$ cat src/rtl/periph_reg_xbar.sv
// OBI-to-register-bus crossbar: one outstanding OBI access decoded onto NPORTS valid/ready ports.
// Optional access watchdog enabled by defining PERIPH_XBAR_TIMEOUT_EN.
module periph_reg_xbar #(
  parameter int unsigned          NPORTS         = 8,
  parameter logic [NPORTS*32-1:0] ADDR_BASES     = '0,
  parameter logic [NPORTS*32-1:0] ADDR_MASKS     = '1,
  parameter int unsigned          TIMEOUT_CYCLES = 1024,
  parameter logic [31:0]          ERR_RDATA      = 32'hBADCAB1E
) (
  input  logic                 clk_i,
  input  logic                 rst_i,
  input  logic                 obi_req_i,
  output logic                 obi_gnt_o,
  input  logic [31:0]          obi_addr_i,
  input  logic                 obi_we_i,
  input  logic [3:0]           obi_be_i,
  input  logic [31:0]          obi_wdata_i,
  output logic                 obi_rvalid_o,
  output logic [31:0]          obi_rdata_o,
  output logic                 obi_err_o,
  output logic [NPORTS-1:0]    reg_valid_o,
  output logic                 reg_write_o,
  output logic [31:0]          reg_addr_o,
  output logic [31:0]          reg_wdata_o,
  output logic [3:0]           reg_wstrb_o,
  input  logic [NPORTS-1:0]    reg_ready_i,
  input  logic [NPORTS*32-1:0] reg_rdata_i,
  input  logic [NPORTS-1:0]    reg_error_i,
  output logic [NPORTS-1:0]    port_busy_o,
  output logic                 timeout_irq_o
);

  localparam int unsigned SEL_W = (NPORTS > 1) ? $clog2(NPORTS) : 1;

  if (NPORTS < 1 || NPORTS > 32 || TIMEOUT_CYCLES < 2) begin : g_param_check
    $error("periph_reg_xbar: illegal NPORTS or TIMEOUT_CYCLES");
  end

  typedef enum logic [1:0] {
    IDLE   = 2'd0,
    ACCESS = 2'd1,
    RESP   = 2'd2
  } state_e;

  state_e             state_q, state_d;
  logic [SEL_W-1:0]   sel_q, sel_d;
  logic [NPORTS-1:0]  valid_q, valid_d;
  logic               reg_write_q, reg_write_d;
  logic [31:0]        reg_addr_q, reg_addr_d;
  logic [31:0]        reg_wdata_q, reg_wdata_d;
  logic [3:0]         reg_wstrb_q, reg_wstrb_d;
  logic               rvalid_q, rvalid_d;
  logic [31:0]        rdata_q, rdata_d;
  logic               err_q, err_d;
  logic               hit;
  logic [SEL_W-1:0]   hit_idx;
  logic [31:0]        sel_rdata;

`ifdef PERIPH_XBAR_TIMEOUT_EN
  localparam int unsigned CNT_W = $clog2(TIMEOUT_CYCLES + 1);
  logic [CNT_W-1:0] cnt_q, cnt_d;
  logic             irq_q, irq_d;
`endif

  // Address decode; iterating downwards lets the lowest matching index win
  always_comb begin
    hit     = 1'b0;
    hit_idx = '0;
    for (int i = int'(NPORTS) - 1; i >= 0; i--) begin
      if ((obi_addr_i & ADDR_MASKS[32*i +: 32]) == ADDR_BASES[32*i +: 32]) begin
        hit     = 1'b1;
        hit_idx = SEL_W'(i);
      end
    end
  end

  assign sel_rdata = reg_rdata_i[32*int'(sel_q) +: 32];

  // Next-state and registered-output logic
  always_comb begin
    state_d     = state_q;
    sel_d       = sel_q;
    reg_write_d = reg_write_q;
    reg_addr_d  = reg_addr_q;
    reg_wdata_d = reg_wdata_q;
    reg_wstrb_d = reg_wstrb_q;
    valid_d     = '0;
    rvalid_d    = 1'b0;
    rdata_d     = '0;
    err_d       = 1'b0;
    obi_gnt_o   = 1'b0;
`ifdef PERIPH_XBAR_TIMEOUT_EN
    cnt_d       = cnt_q;
    irq_d       = 1'b0;
`endif

    case (state_q)
      IDLE: begin
        obi_gnt_o = obi_req_i;
        if (obi_req_i) begin
          reg_write_d = obi_we_i;
          reg_addr_d  = obi_addr_i;
          reg_wdata_d = obi_wdata_i;
          reg_wstrb_d = obi_be_i;
          if (hit) begin
            state_d = ACCESS;
            sel_d   = hit_idx;
`ifdef PERIPH_XBAR_TIMEOUT_EN
            cnt_d   = '0;
`endif
          end else begin
            state_d = RESP;
            rdata_d = ERR_RDATA;
            err_d   = 1'b1;
          end
        end
      end
      ACCESS: begin
`ifdef PERIPH_XBAR_TIMEOUT_EN
        cnt_d = cnt_q + CNT_W'(1);
`endif
        if (reg_ready_i[sel_q]) begin
          state_d = RESP;
          rdata_d = reg_write_q ? 32'h0 : sel_rdata;
          err_d   = reg_error_i[sel_q];
        end
`ifdef PERIPH_XBAR_TIMEOUT_EN
        else if (cnt_q == CNT_W'(TIMEOUT_CYCLES - 1)) begin
          state_d = RESP;
          rdata_d = ERR_RDATA;
          err_d   = 1'b1;
          irq_d   = 1'b1;
        end
`endif
      end
      RESP:    state_d = IDLE;
      default: state_d = IDLE;
    endcase

    rvalid_d = (state_d == RESP);
    // Shared payload is only visible while an access is in flight
    if (state_d == ACCESS) begin
      valid_d = NPORTS'(1) << sel_d;
    end else begin
      reg_write_d = 1'b0;
      reg_addr_d  = '0;
      reg_wdata_d = '0;
      reg_wstrb_d = '0;
    end
  end

  always_ff @(posedge clk_i) begin
    if (rst_i) begin
      state_q     <= IDLE;
      sel_q       <= '0;
      valid_q     <= '0;
      reg_write_q <= 1'b0;
      reg_addr_q  <= '0;
      reg_wdata_q <= '0;
      reg_wstrb_q <= '0;
      rvalid_q    <= 1'b0;
      rdata_q     <= '0;
      err_q       <= 1'b0;
`ifdef PERIPH_XBAR_TIMEOUT_EN
      cnt_q       <= '0;
      irq_q       <= 1'b0;
`endif
    end else begin
      state_q     <= state_d;
      sel_q       <= sel_d;
      valid_q     <= valid_d;
      reg_write_q <= reg_write_d;
      reg_addr_q  <= reg_addr_d;
      reg_wdata_q <= reg_wdata_d;
      reg_wstrb_q <= reg_wstrb_d;
      rvalid_q    <= rvalid_d;
      rdata_q     <= rdata_d;
      err_q       <= err_d;
`ifdef PERIPH_XBAR_TIMEOUT_EN
      cnt_q       <= cnt_d;
      irq_q       <= irq_d;
`endif
    end
  end

  assign reg_valid_o  = valid_q;
  assign port_busy_o  = valid_q;
  assign reg_write_o  = reg_write_q;
  assign reg_addr_o   = reg_addr_q;
  assign reg_wdata_o  = reg_wdata_q;
  assign reg_wstrb_o  = reg_wstrb_q;
  assign obi_rvalid_o = rvalid_q;
  assign obi_rdata_o  = rdata_q;
  assign obi_err_o    = err_q;
`ifdef PERIPH_XBAR_TIMEOUT_EN
  assign timeout_irq_o = irq_q;
`else
  assign timeout_irq_o = 1'b0;
`endif

endmodule

$ cat config.mk
export PLATFORM = sky130hd
export DESIGN_NAME = periph_reg_xbar
export DESIGN_NICKNAME = d
export VERILOG_FILES = /design/src/rtl/periph_reg_xbar.sv
export SDC_FILE = /design/constraint.sdc
export NUM_CORES = 1
export LEC_CHECK = 0
export BUFFER_PORTS_ARGS = -buffer_cell sky130_fd_sc_hd__buf_2
export CORE_AREA = 10 10 171 173
export CTS_CLUSTER_SIZE = 25
export DETAILED_ROUTE_END_ITERATION = 7
export DIE_AREA = 0 0 181 183
export HOLD_SLACK_MARGIN = 0.12
export SYNTH_ARGS = -nofsm -noshare
export SYNTH_HDL_FRONTEND = slang
export SYNTH_SLANG_ARGS = --single-unit
$ cat constraint.sdc
create_clock -name clk_i -period 2.1 [get_ports clk_i]
set_clock_uncertainty 0.2 [all_clocks]
set_input_delay 0.21 -clock clk_i [delete_from_list [all_inputs] [get_ports clk_i]]
set_output_delay 0.21 -clock clk_i [all_outputs]
set_load 0.02 [all_outputs]
==> results.yml, run 1 <==
status:
  status: "aborted with a tool error"
  failing_step: "4_1_cts"
  firstError: "[ERROR RSZ-0060] Max buffer count reached."
clock_network:
  post-cts-setup-buffer-count: 2
  cts.htree.levels: 4
  root_buffer: "clkbuf_16"
  ctsHoldBuffers: 259
  cts-resized-gates: 1
  cts.path.max_buffers: 2
  cts_buffers: 17
  cts_sinks: 116
place:
  port-buffer-count: 463
  gp_congestion: 0.876
  hpwl_um: 23800
  post_dp_cell_area_um2: 8880
floorplan:
  num_io_pins: 465
  initial_core_util_pct: 23.8
  die_w_um: 181
  rows: 59
  die_h_um: 183
synthesis:
  synth.net_count: 843
  synth_area_leaders: "dfxtp_1 38%, mux4_2 24%, mux2i_1 17%, a211oi_1 8.4%, buf_2 1.9%"
  synth_xor_area_share_pct: 0
  synth_edf_count: 0
  synth_top_area_share_pct: 37.8
  synth_top_family_by_area: "multiplexers"
  syn_inst: 499
  synthArstFlopShare_pct: 0
  yosys.area_share.simple_pct: 3.87
  synth-main-ff-cell: "dfxtp_1"
  ys_ff_latch: 116
  synth_cell_types: 29
  post_synth_fa_ha_maj_area_fraction_pct: 0
  avgSynthCellArea_um2: 12.3
  seq_area_frac_synth_pct: 37.8
  synth.area.mux_share_pct: 41.6
  synth_area_um2: 6140
  synth_top_cell_by_area: "dfxtp_1"
  synth_compound_area_share_pct: 11.3
  yosys_warnings: 0
==> kinds of logic after synthesis <==
family          Yosys count
mux                     172
flops                   116
compound gates           99
buf+inv                  66
simple gates             45
other cells               1
==> synth_stat cells, drive strengths merged (2+ instances only) <==
| cell type | number |
|---|---|
| a211oi | 69 |
| and3b | 2 |
| and4 | 2 |
| buf | 41 |
| clkbuf | 24 |
| dfxtp | 116 |
| mux2 | 4 |
| mux2i | 102 |
| mux4 | 66 |
| nand2 | 3 |
| nand2b | 2 |
| nor2 | 21 |
| nor3b | 2 |
| nor4 | 8 |
| o2111ai | 2 |
| o21ai | 22 |
| o22ai | 3 |
| or2 | 3 |
==> stage by stage <==
stage	util [%]	instances	setup WS, ns
after global placement	34.5	1256	0.0814
after floorplan	-	499	0.155
after detailed placement	34.5	1256	0.0115
==> run 2, diff against run 1 <==
--- a/config.mk
+++ b/config.mk
@@ -6,11 +6,10 @@
 export NUM_CORES = 1
 export LEC_CHECK = 0
 export BUFFER_PORTS_ARGS = -buffer_cell sky130_fd_sc_hd__buf_2
-export CORE_AREA = 10 10 171 173
-export CTS_CLUSTER_SIZE = 25
+export CORE_AREA = 10 10 173 175
 export DETAILED_ROUTE_END_ITERATION = 7
-export DIE_AREA = 0 0 181 183
-export HOLD_SLACK_MARGIN = 0.12
+export DIE_AREA = 0 0 183 185
+export PLACE_DENSITY_LB_ADDON = 0.15
 export SYNTH_ARGS = -nofsm -noshare
 export SYNTH_HDL_FRONTEND = slang
 export SYNTH_SLANG_ARGS = --single-unit
==> results.yml, run 2 <==
synthesis:
  synthArstFlopShare_pct: 0
  netlist_top_cells_count: "116 x dfxtp_1, 102 x mux2i_1, 69 x a211oi_1"
  synth_top_cell_by_area: "dfxtp_1"
  synth_cell_types: 29
  yosysMostFrequentCell: "dfxtp_1"
  synth.net_count: 843
  synth_edf_count: 0
  seq_area_frac_synth_pct: 37.8
  yosys_warnings: 0
  avgSynthCellArea_um2: 12.3
  synth_top_area_share_pct: 37.8
  synth_area_um2: 6140
  ys_ff_latch: 116
  syn_inst: 499
  synth_area_leaders: "dfxtp_1 38%, mux4_2 24%, mux2i_1 17%, a211oi_1 8.4%, buf_2 1.9%"
  synth-main-ff-cell: "dfxtp_1"
clock_network:
  cts.htree.levels: 4
  root_buffer: "clkbuf_16"
  cts.reportedPaths.clkPinSlew_ns: 0.06
  cts_sinks: 116
  cts_tree: "done"
  cts.path.max_buffers: 2
  clkLatencyLatePin_ns: 0.41
  cts_buffers: 17
detailed_routing:
  drt.antenna.violating_nets: 0
  met2_length_um: 16200
  routed_wl_um: 30400
  drt_iter0_markers: 216
  vias: 6323
  drc_errors: 0
  wl_met3_um: 2740
  routedLengthMet1_um: 10800
  viasPerCell: 4.61
  wl_per_cell_um: 22.1
  firstDrtPassIters: 4
  top_layer_used: "met5"
sta:
  fin_ws_ns: 0.111
  rsz0062_at_grt: "false"
  setup-violations-final: 0
  tightest_slew_ns: 0.523
  drv_slew: 0
  fmax_ghz: 0.503
  min_period_ns: 1.99
  slew_headroom_pct: 65.1
  fin_setup_tns_ns: 0
  min_period_over_period_pct: 94.7
  hold_viol: 0
critical_path:
  cp_num_buf_inv: 2
  critPathSlowestCell: "dfxtp_4"
  slowest_delay_ns: 0.39
  worst-setup-path-type: "flip-flop to flip-flop"
  arrival_ns: 2.11
  cp_cell_sequence: "mux2_2, o22ai_2, buf_4, o21ai_4, buf_12, a211oi_1"
  cp_max_fo: 32
  cp.required_ns: 2.22
  start_kind: "flip-flop"
  worstSetupEndpointType: "flip-flop"
  critPathTopFamily: "compound AO/OA/AOI/OAI gates"
floorplan:
  die_area_um2: 33900
  core_area_um2: 26600
  die_w_um: 183
  initial_core_util_pct: 23.1
  rows: 60
  die_h_um: 185
  num_io_pins: 465
place:
  gp_congestion: 0.899
  place_inst: 1263
  dp_slack_ns: 0.123
  port-buffer-count: 463
  hpwl_um: 24700
power:
  power.density_nw_per_um2: 588
  ir_worst_vdd_mv: 0.511
  leakage_nw: 4.59
cells_and_area:
  final_common_cell: "buf_2"
  nFillCells: 2658
  nets: 1355
  area.growth.synth_to_final_pct: 67.4
  drive_gt1_share_pct: 59.5
  final_util_pct: 38.7
  fin_cells: 1372
  final_cell_mix: "463 x buf_2, 113 x dfxtp_1, 102 x mux2i_1"
global_route:
  grt_use_total_pct: 17.3
  grt.overflow.total: 0
  grt_start_max_net_pins: 62
  antenna_found_initial: 16
  grt_pass1_wl_um: 44500
  grt_pass1_vias: 7151
flow_run:
  max_cap_viol_count: 0
status:
  status: "completed"
worst_hold_path:
  hp-class: "input port to flip-flop"
run 2: through the flow:
| step | instance area, um^2 | hold slack [ns] | power (W) |
|---|---|---|---|
| floorplan | 6140 | 0.0858 | 0.00261 |
| global placement | 8920 | 0.266 | 0.00305 |
| detailed placement | 8920 | 0.262 | 0.00306 |
| CTS | 10200 | 0.0314 | 0.00615 |
| global route | 10300 | 0.0723 | 0.00632 |
| finish | 10300 | 0.0522 | 0.00604 |
run 2: final timing paths:
check	start	to	slack [ns]	cells after the start
max reg2reg	sel_q[0]	reg_addr_o[31]	0.11	6
min	reg_rdata_i[71]	obi_rdata_o[7]	0.05	4
max	sel_q[0]	reg_addr_o[31]	0.11	6
min reg2reg	reg_wstrb_o[0]	reg_wstrb_o[0]	0.32	2
run 2: cells by family (layout without fill, tap and decap cells):
| logic type | Yosys count | in the layout | share of synthesized area [%] |
|---|---|---|---|
| other | 1 | 8 | 0.0611 |
| AOI/OAI and AO/OA | 99 | 99 | 11.3 |
| DFF | 116 | 116 | 37.8 |
| buffers and inverters | 66 | 591 | 5.36 |
| and+or+nand+nor | 45 | 45 | 3.87 |
| muxes | 172 | 172 | 41.6 |
run 2: cell type report:
| type | instances | area (um^2) | share of cell area, % |
|---|---|---|---|
| Multi-Input combinational cell | 317 | 3570 | 34.8 |
| Timing Repair Buffer | 558 | 3340 | 32.5 |
| Sequential cell | 116 | 2330 | 22.7 |
| Clock buffer | 22 | 454 | 4.42 |
| Tap cell | 341 | 427 | 4.15 |
| Clock inverter | 10 | 131 | 1.28 |
| Antenna cell | 7 | 17.5 | 0.170 |
| Inverter | 1 | 3.75 | 0.0365 |
run 2: power breakdown:
part	total (W)	switching (W)	internal (W)	leakage (nW)
Clock	0.00293	0.00104	0.00189	0.284
Sequential	0.00223	0.00000677	0.00223	0.941
Combinational	0.000882	0.000356	0.000527	3.36
run 2: what timing repair did:
item / in CTS / in global routing
buffers inserted: 0 / 0
gates resized for setup: 0 / 13
endpoints found under the setup margin: 0 / 72
hold buffers: 70 / 0
endpoints found under the hold margin: 72 / 0
run 2: layer usage:
layer,vias to the layer above,global-route usage [%]
met3,38,7.35
met2,267,31.5
met4,18,4.46
li1,3008,-
met1,2992,17.7
met5,-,0
run 2: tightest hold or removal path: cells and delay by family:
family | cells | cell delay (ns)
buf+inv | 1 | 0.07
simple gates | 1 | 0.07
mux | 2 | 0.27
Note: power is estimated with default switching activity, not from simulation.
==> run 3, diff against run 2 <==
--- a/config.mk
+++ b/config.mk
@@ -5,6 +5,7 @@
 export SDC_FILE = /design/constraint.sdc
 export NUM_CORES = 1
 export LEC_CHECK = 0
+export ABC_AREA = 1
 export BUFFER_PORTS_ARGS = -buffer_cell sky130_fd_sc_hd__buf_2
 export CORE_AREA = 10 10 173 175
 export DETAILED_ROUTE_END_ITERATION = 7
==> constraint.sdc (replaced) <==
create_clock -name clk_i -period 2.1 [get_ports clk_i]
set_clock_uncertainty 0.2 [all_clocks]
set_input_delay 0.21 -clock clk_i [delete_from_list [all_inputs] [get_ports clk_i]]
set_output_delay 0.21 -clock clk_i [all_outputs]
set_load 0.01 [all_outputs]
==> results.yml, run 3 <==
synthesis:
  synthArstFlopShare_pct: 0
  synth_area_leaders: "dfxtp_1 36%, nor2_1 17%, nand2_1 11%, o21ai_0 10%, a21oi_2 4.6%"
  netlist_top_cells_count: "286 x nor2_1, 184 x nand2_1, 131 x o21ai_0"
  synth_top_area_share_pct: 35.7
  syn_inst: 1006
  synth_area_um2: 6500
  avgSynthCellArea_um2: 6.46
  yosys_warnings: 0
  yosysMostFrequentCell: "nor2_1"
  ys_ff_latch: 116
  synth.net_count: 1350
  synth_edf_count: 0
  synth-main-ff-cell: "dfxtp_1"
  synth_cell_types: 25
  seq_area_frac_synth_pct: 35.7
  synth_top_cell_by_area: "dfxtp_1"
cells_and_area:
  drive_gt1_share_pct: 38.4
  final_cell_mix: "463 x buf_2, 286 x nor2_1, 183 x nand2_1"
  final_common_cell: "buf_2"
  stdcell_area_um2: 10500
  nets: 1850
  area.growth.synth_to_final_pct: 61.9
critical_path:
  cp-endpoint: "obi_gnt_o"
  r2r_slack_ns: 0.15
  cp.required_ns: 1.69
  r2r_end: "obi_rdata_o[16]"
  cp_max_fo: 70
  cp-startpoint: "state_q[1]"
  timing.rr.start: "sel_q[0]"
  worstSetupEndpointType: "output port"
  start_kind: "flip-flop"
  worst-setup-path-type: "flip-flop to output port"
  arrival_ns: 1.58
  reg2regPathDepth: 7
global_route:
  grt.overflow.total: 0
  grt_start_max_net_pins: 93
  grt_pass1_vias: 8672
  grt_use_total_pct: 20.2
  grt_pass1_wl_um: 53000
  antenna_found_initial: 11
detailed_routing:
  viasPerCell: 4.65
  drc_errors: 0
  drt.antenna.violating_nets: 0
  vias: 8687
  wl_per_cell_um: 19.5
  met2_length_um: 18000
  routed_wl_um: 36400
  routedLengthMet1_um: 14600
  drt_iter0_markers: 548
  top_layer_used: "met5"
  firstDrtPassIters: 5
  wl_met3_um: 3270
place:
  hpwl_um: 28700
  post_dp_cell_area_um2: 9170
  dp_slack_ns: 0.0501
  port-buffer-count: 463
  gp_congestion: 0.874
sta:
  min_period_ns: 1.99
  drv_slew: 0
  fmax_ghz: 0.502
  fin_setup_tns_ns: 0
  rsz0062_at_grt: "false"
  slew_headroom_pct: 48.3
  fin_ws_ns: 0.110
  setup-violations-final: 0
  min_period_over_period_pct: 94.8
  hold_viol: 0
  tightest_slew_ns: 0.775
power:
  leakage_nw: 5.00
  power.density_nw_per_um2: 566
  ir_worst_vdd_mv: 0.431
clock_network:
  cts_tree: "done"
  cts_sinks: 116
  cts.reportedPaths.clkPinSlew_ns: 0.06
  cts.htree.levels: 4
  root_buffer: "clkbuf_16"
  clkLatencyLatePin_ns: 0.40
  cts_buffers: 17
  cts.path.max_buffers: 2
floorplan:
  die_w_um: 183
  num_io_pins: 465
  rows: 60
  core_area_um2: 26600
  die_h_um: 185
  initial_core_util_pct: 24.4
  die_area_um2: 33900
worst_hold_path:
  hp-class: "input port to flip-flop"
status:
  status: "completed"
flow_run:
  max_cap_viol_count: 0
run 3: cell count changes after synthesis, sizes merged, moves of 8 or more:
cell and change:
a211oi -69, a21oi +75, clkbuf +25, inv +21, mux2i -102, mux4 -66, nand2 +187, nand3 +40
nor2 +266, nor4 -8, o211ai +21, o21ai +111, o221ai +26
run 3: critical path, cell delays in order, from the launching register on:
cell,delay (ns)
dfxtp_1,0.34
nor2_1,0.14
nand2_2,0.10
inv_2,0.10
buf_12,0.27
buf_2,0.20
run 3: what timing repair did:
| action | CTS | global route |
|---|---|---|
| setup endpoints to repair | 0 | 78 |
| gates resized for setup | 0 | 8 |
| endpoints found under the hold margin | 72 | 0 |
| hold buffers | 70 | 0 |
| setup buffers | 0 | 1 |
run 3: per-layer routing:
metal / GRT usage [%] / up-vias
li1: - / 4308
met1: 23.3 / 3994
met2: 34.0 / 352
met3: 7.39 / 31
met4: 6.56 / 2
met5: 0 / -
run 3: how the worst min path moves through the flow:
stage | startpoint | end | cells after the start
finish | reg_rdata_i[140] | obi_rdata_o[12] | 5
global route | reg_rdata_i[152] | obi_rdata_o[24] | 5
CTS | reg_rdata_i[140] | obi_rdata_o[12] | 5
detailed placement | reg_wdata_o[1] | reg_wdata_o[1] | 2
global placement | reg_addr_o[6] | reg_addr_o[6] | 2
floorplan | rst_i | sel_q[0] | 1
run 3: kinds of logic after synthesis:
| logic type | count (synthesis) | share of synthesized area, % |
|---|---|---|
| compound gates | 256 | 24.1 |
| buf+inv | 113 | 8.90 |
| other cells | 1 | 0.0577 |
| simple gates | 520 | 31.2 |
| flops | 116 | 35.7 |
run 3: area by class of cell:
class	instances	area [um^2]
flip-flops and latches	116	2330
well taps	341	427
diodes	9	22.5
repair buffers	571	3440
clock buffers	18	439
inverters	23	87.6
clock inverters	13	148
multi-input cells	777	3630
fillers	2834	16100
run 3: per-stage QoR:
stage                     utilization (%)  hold WS, ns  cells  total power (W)
after floorplan                         -       0.0824   1006          0.00253
after CTS                            39.3       0.0331   1858          0.00605
after detailed placement             34.5        0.250   1757          0.00297
after global placement               34.5        0.246   1757          0.00297
final                                39.6       0.0467   1868          0.00595
after global routing                 39.6       0.0619   1868          0.00623
run 3: power breakdown:
part           switching (W)  internal, W
combinational       0.000368     0.000428
clock                0.00114      0.00179
sequential        0.00000761      0.00222
total                0.00151      0.00444
==> run 4, diff against run 3 <==
--- a/config.mk
+++ b/config.mk
@@ -7,10 +7,9 @@
 export LEC_CHECK = 0
 export ABC_AREA = 1
 export BUFFER_PORTS_ARGS = -buffer_cell sky130_fd_sc_hd__buf_2
-export CORE_AREA = 10 10 173 175
+export CORE_AREA = 10 10 172 174
 export DETAILED_ROUTE_END_ITERATION = 7
-export DIE_AREA = 0 0 183 185
-export PLACE_DENSITY_LB_ADDON = 0.15
+export DIE_AREA = 0 0 182 184
 export SYNTH_ARGS = -nofsm -noshare
 export SYNTH_HDL_FRONTEND = slang
 export SYNTH_SLANG_ARGS = --single-unit
==> constraint.sdc (replaced) <==
create_clock -name clk_i -period 1.63 [get_ports clk_i]
set_clock_uncertainty 0.2 [all_clocks]
set_input_delay 0.163 -clock clk_i [delete_from_list [all_inputs] [get_ports clk_i]]
set_output_delay 0.163 -clock clk_i [all_outputs]
set_load 0.01 [all_outputs]
==> results.yml, run 4 (same netlist as run 3, synthesis figures left out) <==
critical_path:
  cp_max_fo: 5
  worstSetupEndpointType: "flip-flop"
  r2r_end: "obi_rdata_o[15]"
  start_kind: "flip-flop"
  worst-setup-path-type: "flip-flop to flip-flop"
  r2r_slack_ns: -0.24
  reg2regPathDepth: 13
  timing.rr.start: "sel_q[0]"
  arrival_ns: 2.02
  cp.required_ns: 1.77
global_route:
  antenna_found_initial: 8
  grt.overflow.total: 0
  grt_use_total_pct: 21.5
  grt_pass1_vias: 9670
  grt_start_max_net_pins: 62
  grt_pass1_wl_um: 56800
place:
  gp_congestion: 0.861
  dp_slack_ns: -0.370
  port-buffer-count: 463
  hpwl_um: 26200
  place_inst: 1777
  post_dp_cell_area_um2: 9430
detailed_routing:
  routed_wl_um: 39400
  drc_errors: 0
  drt_iter0_markers: 541
  drt.antenna.violating_nets: 0
  vias: 9360
  wl_per_cell_um: 20.3
  firstDrtPassIters: 7
  viasPerCell: 4.82
clock_network:
  cts_buffers: 17
  cts_tree: "done"
  cts_sinks: 116
  cts.path.max_buffers: 2
  cts.htree.levels: 4
  root_buffer: "clkbuf_16"
  cts.reportedPaths.clkPinSlew_ns: 0.07
  clkLatencyLatePin_ns: 0.41
sta:
  rsz0062_at_grt: "true"
  min_period_ns: 1.87
  setup-violations-final: 110
  hold_viol: 0
  fmax_ghz: 0.533
  slew_headroom_pct: 59.3
  drv_slew: 0
  tightest_slew_ns: 0.609
  fin_ws_ns: -0.245
  min_period_over_period_pct: 115
worst_hold_path:
  hold-path-cell-count: 5
  hp-class: "input port to flip-flop"
  min_to: "obi_rdata_o[7]"
  min-delay-start: "reg_rdata_i[135]"
cells_and_area:
  nFillCells: 2608
  final_util_pct: 46.8
  area.growth.synth_to_final_pct: 86.5
  stdcell_area_um2: 12100
  fin_cells: 1943
  final_common_cell: "buf_2"
  regArea_um2: 2330
  final_cell_mix: "463 x buf_2, 267 x nor2_1, 175 x nand2_1"
  multiInputGateArea_um2: 3990
  drive_gt1_share_pct: 44.8
  nets: 1935
floorplan:
  initial_core_util_pct: 25.1
  core_area_um2: 25900
  rows: 59
  die_w_um: 182
  die_h_um: 184
  num_io_pins: 465
  die_area_um2: 33500
status:
  status: "complete, but fails checks"
  violations: "setup timing"
power:
  fin_total_pwr_w: 0.00803
  ir_worst_vdd_mv: 0.522
  power.density_nw_per_um2: 663
  leakage_nw: 5.70
flow_run:
  max_cap_viol_count: 0
run 4: how the worst max path moves through the flow:
stage,start,to,slack (ns),cells past startpoint
2_1_floorplan,sel_q[0],obi_rdata_o[10],0.02,9
3_3_place_gp,sel_q[0],reg_addr_o[6],-0.34,11
3_5_place_dp,sel_q[0],reg_addr_o[11],-0.37,11
4_1_cts,sel_q[0],obi_rdata_o[4],-0.22,11
5_1_grt,sel_q[0],obi_rdata_o[15],-0.32,13
6_report,sel_q[0],obi_rdata_o[15],-0.24,13
run 4: critical path, stage by stage, from the launching register on:
cell and delay, ns:
dfxtp_4 0.36, buf_12 0.14, buf_12 0.12, nand2_4 0.05
nand3_2 0.07, nand2_2 0.08, nand2_2 0.06, buf_6 0.12
nand2_4 0.06, nand2_4 0.06, o21ai_4 0.07, nand2_4 0.12
clkbuf_16 0.19, nor2_2 0.09
run 4: repair_timing:
action | 4_1_cts | 5_1_grt
hold endpoints to repair | 90 | 0
endpoints found under the setup margin | 114 | 115
buffers inserted | 11 | 2
pin swaps | 14 | 14
gates cloned | 12 | 7
gates resized for setup | 100 | 52
hold buffers | 99 | 0
run 4: through the flow:
| stage | hold slack (ns) | TNS, ns |
|---|---|---|
| 6_report | 0.0125 | -18.01 |
| 2_1_floorplan | 0.0354 | 0 |
| 5_1_grt | 0.00742 | -27.58 |
| 4_1_cts | 0.000783 | -18.42 |
| 3_5_place_dp | 0.192 | -36.41 |
| 3_3_place_gp | 0.194 | -34.43 |
run 4: layer usage:
layer	global-route usage, %	part of all wire (%)
met2	38.1	50
met5	0	0.10
met4	5.96	1.8
met3	6.79	9.6
met1	24.2	38
run 4: area by class of cell:
class                   count  area share [%]
diodes                      4          0.0826
clock buffers              19            3.83
clock inverters            13            1.09
inverters                  23           0.836
multi-input cells         777            32.9
flip-flops and latches    116            19.2
well taps                 335            3.46
repair buffers            656            38.6
run 4: where the power goes:
group / leakage, nW / switching [W] / internal, W / total, W
logic: 4.47 / 0.000547 / 0.000692 / 0.00124
registers: 0.940 / 0.00000902 / 0.00286 / 0.00287
clock network: 0.293 / 0.00164 / 0.00228 / 0.00392
